[config.mk]
export PLATFORM = sky130hd
export DESIGN_NAME = fetch_unit
export DESIGN_NICKNAME = d
export VERILOG_FILES = /design/src/rtl/cpu_pkg.sv /design/src/rtl/fetch_buffer.sv /design/src/rtl/fetch_unit.sv
export SDC_FILE = /design/constraint.sdc
export NUM_CORES = 1
export LEC_CHECK = 0
export CAP_MARGIN = 20
export CORE_ASPECT_RATIO = 0.9
export CORE_UTILIZATION = 40
export CTS_CLUSTER_DIAMETER = 50
export CTS_CLUSTER_SIZE = 14
export DETAILED_ROUTE_END_ITERATION = 10
export PLACE_DENSITY_LB_ADDON = 0.05
export SLEW_MARGIN = 20
export SYNTH_ARGS = -nofsm -noshare
export SYNTH_HDL_FRONTEND = slang
export SYNTH_SLANG_ARGS = --single-unit
[constraint.sdc]
create_clock -name clk -period 8.15 [get_ports clk]
set_input_delay 0.815 -clock clk [delete_from_list [all_inputs] [get_ports clk]]
set_output_delay 0.815 -clock clk [all_outputs]
set_load 0.02 [all_outputs]
[src/rtl/cpu_pkg.sv]
// Shared CPU constants and word types used by fetch, decode and the datapath.
package cpu_pkg;

    localparam int CPU_ADDR_W   = 8;
    localparam int CPU_INSTR_W  = 8;
    localparam int CPU_RESET_PC = 0;

    typedef logic [CPU_INSTR_W-1:0] instr_t;
    typedef logic [CPU_ADDR_W-1:0]  addr_t;

    // Fetched word tagged with the address it came from
    typedef struct packed {
        addr_t  pc;
        instr_t instr;
    } fetch_entry_t;

endpackage

[src/rtl/fetch_buffer.sv]
// Two-entry FIFO of {pc, instr} between the instruction memory and the datapath.
// Flush wins over push; popping an empty buffer is ignored.
module fetch_buffer
    import cpu_pkg::*;
#(
    parameter int ADDR_W  = CPU_ADDR_W,
    parameter int INSTR_W = CPU_INSTR_W
) (
    input  logic               clk,
    input  logic               rst,
    input  logic               push,
    input  logic [ADDR_W-1:0]  push_pc,
    input  logic [INSTR_W-1:0] push_instr,
    input  logic               pop,
    input  logic               flush,
    output logic [1:0]         count,
    output logic [ADDR_W-1:0]  head_pc,
    output logic [INSTR_W-1:0] head_instr
);

    logic [ADDR_W-1:0]  pc_mem    [2];
    logic [INSTR_W-1:0] instr_mem [2];
    logic               wr_ptr;
    logic               rd_ptr;
    logic               do_pop;

    assign do_pop     = pop && (count != 2'd0);
    assign head_pc    = pc_mem[rd_ptr];
    assign head_instr = instr_mem[rd_ptr];

    always_ff @(posedge clk) begin
        if (rst) begin
            pc_mem[0]    <= '0;
            pc_mem[1]    <= '0;
            instr_mem[0] <= '0;
            instr_mem[1] <= '0;
            wr_ptr       <= 1'b0;
            rd_ptr       <= 1'b0;
            count        <= 2'd0;
        end else if (flush) begin
            wr_ptr <= 1'b0;
            rd_ptr <= 1'b0;
            count  <= 2'd0;
        end else begin
            // Fetch credits make this unreachable; a hit means the issue logic is broken
            assert (!(push && count == 2'd2));
            if (push) begin
                pc_mem[wr_ptr]    <= push_pc;
                instr_mem[wr_ptr] <= push_instr;
                wr_ptr            <= ~wr_ptr;
            end
            if (do_pop)
                rd_ptr <= ~rd_ptr;
            count <= count + {1'b0, push} - {1'b0, do_pop};
        end
    end

endmodule

[src/rtl/fetch_unit.sv]
// Instruction fetch: owns the PC, issues one-cycle-latency memory reads and
// queues returned words for the datapath, with redirect and halt support.
module fetch_unit
    import cpu_pkg::*;
#(
    parameter int ADDR_W   = CPU_ADDR_W,
    parameter int INSTR_W  = CPU_INSTR_W,
    parameter int RESET_PC = CPU_RESET_PC
) (
    input  logic               clk,
    input  logic               rst,
    output logic               imem_en,
    output logic [ADDR_W-1:0]  imem_addr,
    input  logic [INSTR_W-1:0] imem_rdata,
    output logic [INSTR_W-1:0] instr,
    output logic [ADDR_W-1:0]  instr_pc,
    output logic               instr_valid,
    input  logic               instr_ready,
    input  logic               redirect,
    input  logic [ADDR_W-1:0]  redirect_pc,
    input  logic               halt
);

    logic [ADDR_W-1:0] pc;
    logic [ADDR_W-1:0] issue_pc;
    logic              inflight;
    logic              squash;
    logic [1:0]        count;
    logic              pop;
    logic              push;
    logic [2:0]        credit;

    assign instr_valid = (count != 2'd0);
    assign pop         = instr_valid && instr_ready;

    // Slots committed after this cycle: never lets a returning word meet a full buffer
    assign credit    = {1'b0, count} + {2'b0, inflight} - {2'b0, pop};
    assign imem_en   = !rst && !redirect && !halt && (credit < 3'd2);
    assign imem_addr = pc;
    assign push      = inflight && !squash;

    always_ff @(posedge clk) begin
        if (rst) begin
            pc       <= ADDR_W'(RESET_PC);
            issue_pc <= ADDR_W'(RESET_PC);
            inflight <= 1'b0;
            squash   <= 1'b0;
        end else begin
            inflight <= imem_en;
            squash   <= redirect && inflight;
            if (imem_en)
                issue_pc <= pc;
            if (redirect)
                pc <= redirect_pc;
            else if (imem_en)
                pc <= pc + ADDR_W'(1);
        end
    end

    fetch_buffer #(
        .ADDR_W  (ADDR_W),
        .INSTR_W (INSTR_W)
    ) u_buf (
        .clk        (clk),
        .rst        (rst),
        .push       (push),
        .push_pc    (issue_pc),
        .push_instr (imem_rdata),
        .pop        (pop),
        .flush      (redirect),
        .count      (count),
        .head_pc    (instr_pc),
        .head_instr (instr)
    );

endmodule

==> After elaboration in Yosys (flattened, before gate mapping) <==
Memory sizes are Yosys's and may differ from the RTL's. A register that Yosys moved wholly into a read port is not among the register bits.
Index checks and enable logic that the tools add are counted.
W data, S select, Z words.
{ "op_classes": {"muxes": 18, "order_cmp": 1, "reduce_logical": 16, "addsub": 5, "n_bitwise": 2} }
{ "ops": {"columns": ["op", "n"], "rows": [
  ["$mux W8", 4],
  ["$reduce_or A8 Y1", 2],
  ["$mux W1", 14],
  ["$add A8 B1 Y8 const B", 1],
  ["$logic_and A1 B1 Y1", 7],
  ["$logic_not A1 Y1", 4],
  ["$reduce_bool A2 Y1", 2],
  ["$add A2 B1 Y3", 1],
  ["$lt A3 B2 Y1 const B", 1],
  ["$sub A3 B1 Y3", 1],
  ["$add A2 B1 Y2", 1],
  ["$not A1 Y1", 2],
  ["$reduce_or A2 Y1", 1],
  ["$sub A2 B1 Y2", 1]
]} }
{ "totals": {"ramBits": 32, "reg_bits": 22, "elab_cells": 51, "out_inout_bits": 26, "mem_count": 2, "input_bits": 21} }
{ "mem_list": {"columns": ["memory", "words", "word_bits", "rd", "rd_ports_with_merged_regs", "wr", "line", "rtl"], "rows": [
  ["u_buf.instr_mem", 2, 8, 1, 1, 2, "fetch_buffer.sv:22", "logic [INSTR_W-1:0] instr_mem [2];"],
  ["u_buf.pc_mem", 2, 8, 1, 1, 2, "fetch_buffer.sv:21", "logic [ADDR_W-1:0] pc_mem [2];"]
]} }

==> Longest topological paths before layout <==
Gate-level depths: netlist of the first run.
{ "logic_depth": {"ltp_word": 8, "depth_mapped": 12, "depth_no_buf": 11} }

==> Cells and area by module <==
Synthesis of the first run repeated with hierarchy kept, for this count alone.
{ "unflattened": {"cells_unflattened": 218, "hier_area_um2": 2608.8} }
{ "by_module_without_submodules": {"columns": ["mod", "cells_per_inst", "area_each_um2", "instances", "seq_area_each_um2"], "rows": [
  ["fetch_buffer", 112, 1725.4, 1, 1061.0],
  ["fetch_unit", 106, 883.3, 1, 360.3]
]} }

==> Worst setup path after synthesis of the first run <==
OpenSTA, ideal clock, no wires.
{ "synth_timing": {"path_type": "input-to-output", "from": "input instr_ready", "to": "output imem_en", "path_stages": 9, "t_required_ps": 7335, "slack_ps": 4843, "path_buffers": 1, "t_arrival_ps": 2492, "path_cell_list": "and2_1 -> ha_1 -> inv_1 -> nand2_1 -> fa_1 -> nor4b_4 -> nand2_2 -> inv_1 -> buf_2"} }
{ "synth_via": {"elab_chain_len": 4} }
{ "synth_lines": {"columns": ["item", "line", "rtl"], "rows": [
  ["start: declaration", "fetch_unit.sv:18", "input logic instr_ready,"],
  ["$logic_and A1 B1 Y1", "fetch_unit.sv:34", "assign pop = instr_valid && instr_ready;"],
  ["$sub A3 B1 Y3", "fetch_unit.sv:37", "assign credit = {1'b0, count} + {2'b0, inflight} - {2'b0, pop};"],
  ["$lt A3 B2 Y1", "fetch_unit.sv:38", "assign imem_en = !rst && !redirect && !halt && (credit < 3'd2);"],
  ["$logic_and A1 B1 Y1", "fetch_unit.sv:38", null],
  ["end: declaration", "fetch_unit.sv:12", "output logic imem_en,"]
]} }
No other way between the ends.

==> Worst setup path after layout of the first run <==
Same ends and word-level chain as after synthesis.

==> flow_metrics.env, run 1 <==
export IMPL_grt_pass1_vias=1527
export IMPL_tightest_slew_ns=0.876
export IMPL_cp_slowest_cell="clkdlybuf4s50_1"
export IMPL_grt_start_max_net_pins=24
export IMPL_status="finished with violations"
export IMPL_synthToLayoutAreaGrowth_pct=24.0
export IMPL_critical_path_arrival_ns=3.78
export IMPL_drc_errors=4
export IMPL_slowest_delay_ns=0.68
export IMPL_yosys_area_top_type="edfxtp_1"
export IMPL_cts_sinks=55
export IMPL_io_pins=47
export IMPL_cp_startpoint="instr_ready"
export IMPL_die_area_sq_um=6420
export IMPL_fmax_mhz=218
export IMPL_postCtsHoldBufs=0
export IMPL_ys_ff_latch=55
export IMPL_ys_warn_count=0
export IMPL_syn_area_sq_um=2440
export IMPL_hold_worst_slack_ns=0.467
export IMPL_gp_congestion=0.794
export IMPL_clock_latency_ns=0.30
export IMPL_hold_class="flop to flop"
export IMPL_netlist_top_cells_count="and2_1 (34), edfxtp_1 (32), nand2_1 (25)"
export IMPL_root_buffer="clkbuf_8"
export IMPL_core_sq_um=5790
export IMPL_initial_utilization=0.422
export IMPL_synth_edf_count=32
export IMPL_nets=281
export IMPL_setup_viol=0
export IMPL_hold_violations=0
export IMPL_clkTransAtPathRegs_ns=0.09
export IMPL_overflow=0
export IMPL_vias_per_cell=4.94
export IMPL_crit_path_max_fanout=16
export IMPL_grt_use_total=0.146
export IMPL_drt_iter0_drc=106
export IMPL_synth_area_leaders="edfxtp_1 (39%), dfxtp_1 (19%), and2_1 (8.7%)"
export IMPL_avgSynthCellArea_sq_um=11.5
export IMPL_vias=1610
export IMPL_setup_tns_final_ns=0
export IMPL_reg2reg_slack_ns=4.95
export IMPL_cts_max_level=2
export IMPL_place_port_buffers=46
export IMPL_min_from="issue_pc[4]"
export IMPL_rsz0062_at_grt="false"
export IMPL_post_cts_resized=0
export IMPL_async_flop_share=0
export IMPL_finalWorstPathRequiredPeriod_ns=4.60
export IMPL_grt_first_pass_wirelength_mm=7.33
export IMPL_cellLeakagePower_nw=1.10
export IMPL_p_per_area_nw_per_um2=168
export IMPL_postCtsSetupRepairBufs=0
export IMPL_antenna_found_initial=0
export IMPL_relSlewSlack=0.414
export IMPL_setup_slack_ns=3.55
export IMPL_netlist_instances=212
export IMPL_r2r_start="u_buf.count[1]"
export IMPL_worst_endpoint_required_ns=7.34
export IMPL_critPathLaunchType="primary input"
export IMPL_period_share=0.564
export IMPL_synth_seq_area_share=0.582
export IMPL_ant_nets=0
export IMPL_drive_gt1_frac=0.102
export IMPL_routed_wl_mm=4.38
export IMPL_synth_nets=238
export IMPL_crit_type="primary input to output port"
export IMPL_yosysUniqueCellTypes=37
export IMPL_wl_per_cell_um=13.4
export IMPL_dieHeight_um=76.1
export IMPL_cts_tree="done"
export IMPL_power_w=0.000509
export IMPL_drv_cap=0
export IMPL_clockBufferDepth=2
export IMPL_fp_row_count=26
export IMPL_place_ws_ns=3.55
export IMPL_num_antenna_cells=0
export IMPL_post_route_util=0.523
export IMPL_synth_flop_cell="edfxtp_1"
export IMPL_synth_top_area_share=0.394
export IMPL_failed_checks="DRC"
export IMPL_yosysMostFrequentCell="and2_1"
export IMPL_drt_pass1_iter_count=7
export IMPL_die_w_um=84.3
export IMPL_cp_end_kind="output port"
export IMPL_crit_chain="clkdlybuf4s50_1 > and2_1 > ha_1 > inv_1 > nand2_1 > fa_1 > nor4b_4 > nand2_2 > inv_1 > clkdlybuf4s50_1"
export IMPL_cts_buffers=5
export IMPL_peakVddDrop_v=0.0000637
export IMPL_clock_skew_ns=0.00664
export IMPL_dpl_hpwl_mm=2.89
export IMPL_slew_viol_final=0
-- power breakdown --
part           internal, W  switching [W]  total (W)
Clock            0.0000589      0.0000815   0.000140
Sequential        0.000303     0.00000666   0.000310
Combinational    0.0000301      0.0000290  0.0000591
Total             0.000392       0.000117   0.000509
-- layer usage --
| metal | track usage | vias up | wire length [um] |
|---|---|---|---|
| met5 | 0 | - | 0 |
| met4 | 0.0508 | 0 | 38 |
| met3 | 0.0325 | 5 | 215 |
| met2 | 0.228 | 41 | 1900 |
| met1 | 0.200 | 737 | 2220 |
| li1 | - | 827 | - |
-- layout make-up --
class,count,area (sq um)
tap,70,87.6
fill,547,2760
clock buffer,6,72.6
clock inverter,2,7.51
multi-input combinational,138,940
sequential,55,1420
timing repair buffer,47,468
inverter,8,30.0
-- layout by cell type, fill, tap and decap left out, drive strengths merged, types with 4 or more instances in the layout --
cell type,n
clkdlybuf4s50,46
inv,8
dfxtp,23
xnor2,4
and2,34
nor3,5
nand3,5
ha,4
edfxtp,32
mux2,16
nand2,26
a21oi,12
clkbuf,6
-- logic make-up after synthesis --
logic type / count (synthesis) / share of synthesized area
and+or+nand+nor: 86 / 0.196
buffers and inverters: 19 / 0.0328
muxes: 17 / 0.0779
xor gates and xnor gates: 4 / 0.0144
DFF: 55 / 0.582
adders and majority gates: 5 / 0.0287
AOI/OAI and AO/OA: 26 / 0.0682
-- metrics by stage --
step,cell area [sq um],instances
CTS,3030,326
detailed placement,2950,318
global placement,2950,318
finish,3030,326
floorplan,2440,212
global route,3030,326
-- critical path, delay by kind of cell --
family / cells / cell delay (ns)
adder cells (fa/ha/maj): 2 / 0.73
buffers and inverters: 4 / 1.54
AND/OR/NAND/NOR: 4 / 0.69
-- state kept, by name, indices dropped and copies added (netlist names), named ones only --
name / cells
imem_addr: 8
inflight: 1
issue_pc: 8
squash: 1
u_buf.count: 2
u_buf.instr_mem: 16
u_buf.pc_mem: 16
u_buf.rd_ptr: 1
u_buf.wr_ptr: 1
-- final timing paths --
kind	to	cells after the start
worst max-delay path	imem_en	10
worst min register to register	issue_pc[4]	2
worst max register to register	imem_addr[7]	11
worst min-delay path	issue_pc[4]	2
No activity file was read; power rests on OpenSTA's default activity.
==> run 2, diff against run 1 <==
==> constraint.sdc (replaced) <==
create_clock -name clk -period 4.05 [get_ports clk]
set_input_delay 0.405 -clock clk [delete_from_list [all_inputs] [get_ports clk]]
set_output_delay 0.405 -clock clk [all_outputs]
set_load 0.02 [all_outputs]
==> flow_metrics.env, run 2 (same netlist as run 1, synthesis figures left out) <==
export IMPL_status="finished with violations"
export IMPL_failed_checks="DRC"
export IMPL_grt_start_max_net_pins=18
export IMPL_cp_end_kind="output port"
export IMPL_grt_first_pass_wirelength_mm=7.85
export IMPL_finalWorstPathRequiredPeriod_ns=3.55
export IMPL_dpl_hpwl_mm=3.04
export IMPL_period_share=0.877
export IMPL_peakVddDrop_v=0.000148
export IMPL_worst_endpoint_required_ns=3.64
export IMPL_seq_area_sq_um=1420
export IMPL_die_w_um=84.3
export IMPL_fillers=550
export IMPL_clock_latency_ns=0.30
export IMPL_drive_gt1_frac=0.123
export IMPL_place_port_buffers=46
export IMPL_overflow=0
export IMPL_drc_errors=2
export IMPL_hold_class="flop to flop"
export IMPL_vias_per_cell=4.98
export IMPL_drt_pass1_iter_count=9
export IMPL_wl_per_cell_um=13.9
export IMPL_clock_skew_ns=0.00218
export IMPL_setup_viol=0
export IMPL_hold_worst_slack_ns=0.463
export IMPL_tightest_slew_ns=0.748
export IMPL_post_cts_resized=0
export IMPL_drv_cap=0
export IMPL_critical_path_arrival_ns=3.15
export IMPL_fmax_mhz=281
export IMPL_crit_type="flop to output port"
export IMPL_crit_path_max_fanout=4
export IMPL_final_common_cell="clkdlybuf4s50_1"
export IMPL_cts_sinks=55
export IMPL_clkTransAtPathRegs_ns=0.09
export IMPL_dieHeight_um=76.1
export IMPL_grt_pass1_vias=1562
export IMPL_cellLeakagePower_nw=1.13
export IMPL_cts_buffers=5
export IMPL_multi_input_area_sq_um=940
export IMPL_ant_nets=0
export IMPL_fp_row_count=26
export IMPL_post_route_util=0.529
export IMPL_rsz0062_at_grt="false"
export IMPL_core_sq_um=5790
export IMPL_synthToLayoutAreaGrowth_pct=25.6
export IMPL_postCtsHoldBufs=0
export IMPL_slew_viol_final=0
export IMPL_io_pins=47
export IMPL_antenna_found_initial=0
export IMPL_setup_tns_final_ns=0
export IMPL_nets=286
export IMPL_cp_startpoint="u_buf.count[1]"
export IMPL_clockBufferDepth=2
export IMPL_cts_tree="done"
export IMPL_min_from="issue_pc[3]"
export IMPL_grt_use_total=0.156
export IMPL_drt_iter0_drc=92
export IMPL_hold_violations=0
export IMPL_root_buffer="clkbuf_8"
export IMPL_critPathLaunchType="flop"
export IMPL_die_area_sq_um=6420
export IMPL_top_regs="u_buf.instr_mem x16, u_buf.pc_mem x16"
export IMPL_initial_utilization=0.422
export IMPL_routed_wl_mm=4.59
export IMPL_p_per_area_nw_per_um2=338
export IMPL_relSlewSlack=0.500
export IMPL_cts_max_level=2
export IMPL_most_common_layout_cells="clkdlybuf4s50_1 (46), and2_1 (34), edfxtp_1 (32)"
export IMPL_gp_congestion=0.827
export IMPL_r2r_start="u_buf.count[1]"
export IMPL_postCtsSetupRepairBufs=0
export IMPL_vias=1649
export IMPL_num_antenna_cells=0
## run 2: cell count changes in the layout (fill, tap and decap cells not counted), sizes merged
cell	previous run	this run
buf	1	6
## run 2: through the flow
step	instance area, sq um	worst slack, ns	power [W]	instances
2_1_floorplan	2440	1.22	0.000697	212
3_3_place_gp	2980	0.763	0.000760	323
3_5_place_dp	2980	0.703	0.000761	323
4_1_cts	3070	0.469	0.00104	331
5_1_grt	3070	0.341	0.00109	331
6_report	3070	0.497	0.00104	331
## run 2: area by class of cell
cell class / instances / share of cell area
sequential: 55 / 0.464
multi-input combinational: 138 / 0.307
timing repair buffer: 52 / 0.165
tap: 70 / 0.0286
clock buffer: 6 / 0.0237
inverter: 8 / 0.00980
clock inverter: 2 / 0.00286
## run 2: metal layers
layer,vias up,GRT usage,share of wire
met3,6,0.0488,0.049
met4,0,0.0407,0.010
met5,-,0,0
met1,771,0.218,0.51
li1,834,-,-
met2,38,0.236,0.43
## run 2: critical path, stage by stage (launching register included)
cell and delay [ns]:
dfxtp_1 0.37, or2_2 0.32, and2_1 0.18, ha_1 0.28, inv_1 0.08, nand2_1 0.07, fa_1 0.52, nor4b_4 0.24
nand2_2 0.08, inv_1 0.09, clkdlybuf4s50_1 0.61
## run 2: where the power goes
part / internal (W) / switching, W
sequential: 0.000610 / 0.0000142
clock: 0.000119 / 0.000168
combinational: 0.0000635 / 0.0000601
## run 2: worst paths after layout
check / to / depth (start not counted) / slack [ns]
min: issue_pc[3] / 2 / 0.46
max reg2reg: imem_addr[5] / 11 / 0.99
max: imem_en / 10 / 0.50
min reg2reg: issue_pc[3] / 2 / 0.46
==> run 3, diff against run 2 <==
--- a/config.mk
+++ b/config.mk
@@ -11,6 +11,7 @@
 export CTS_CLUSTER_DIAMETER = 50
 export CTS_CLUSTER_SIZE = 14
 export DETAILED_ROUTE_END_ITERATION = 10
+export GPL_TIMING_DRIVEN = 1
 export PLACE_DENSITY_LB_ADDON = 0.05
 export SLEW_MARGIN = 20
 export SYNTH_ARGS = -nofsm -noshare
==> results of run 3 <==
No change in the layout: final DEF, timing and power equal those of run 2.
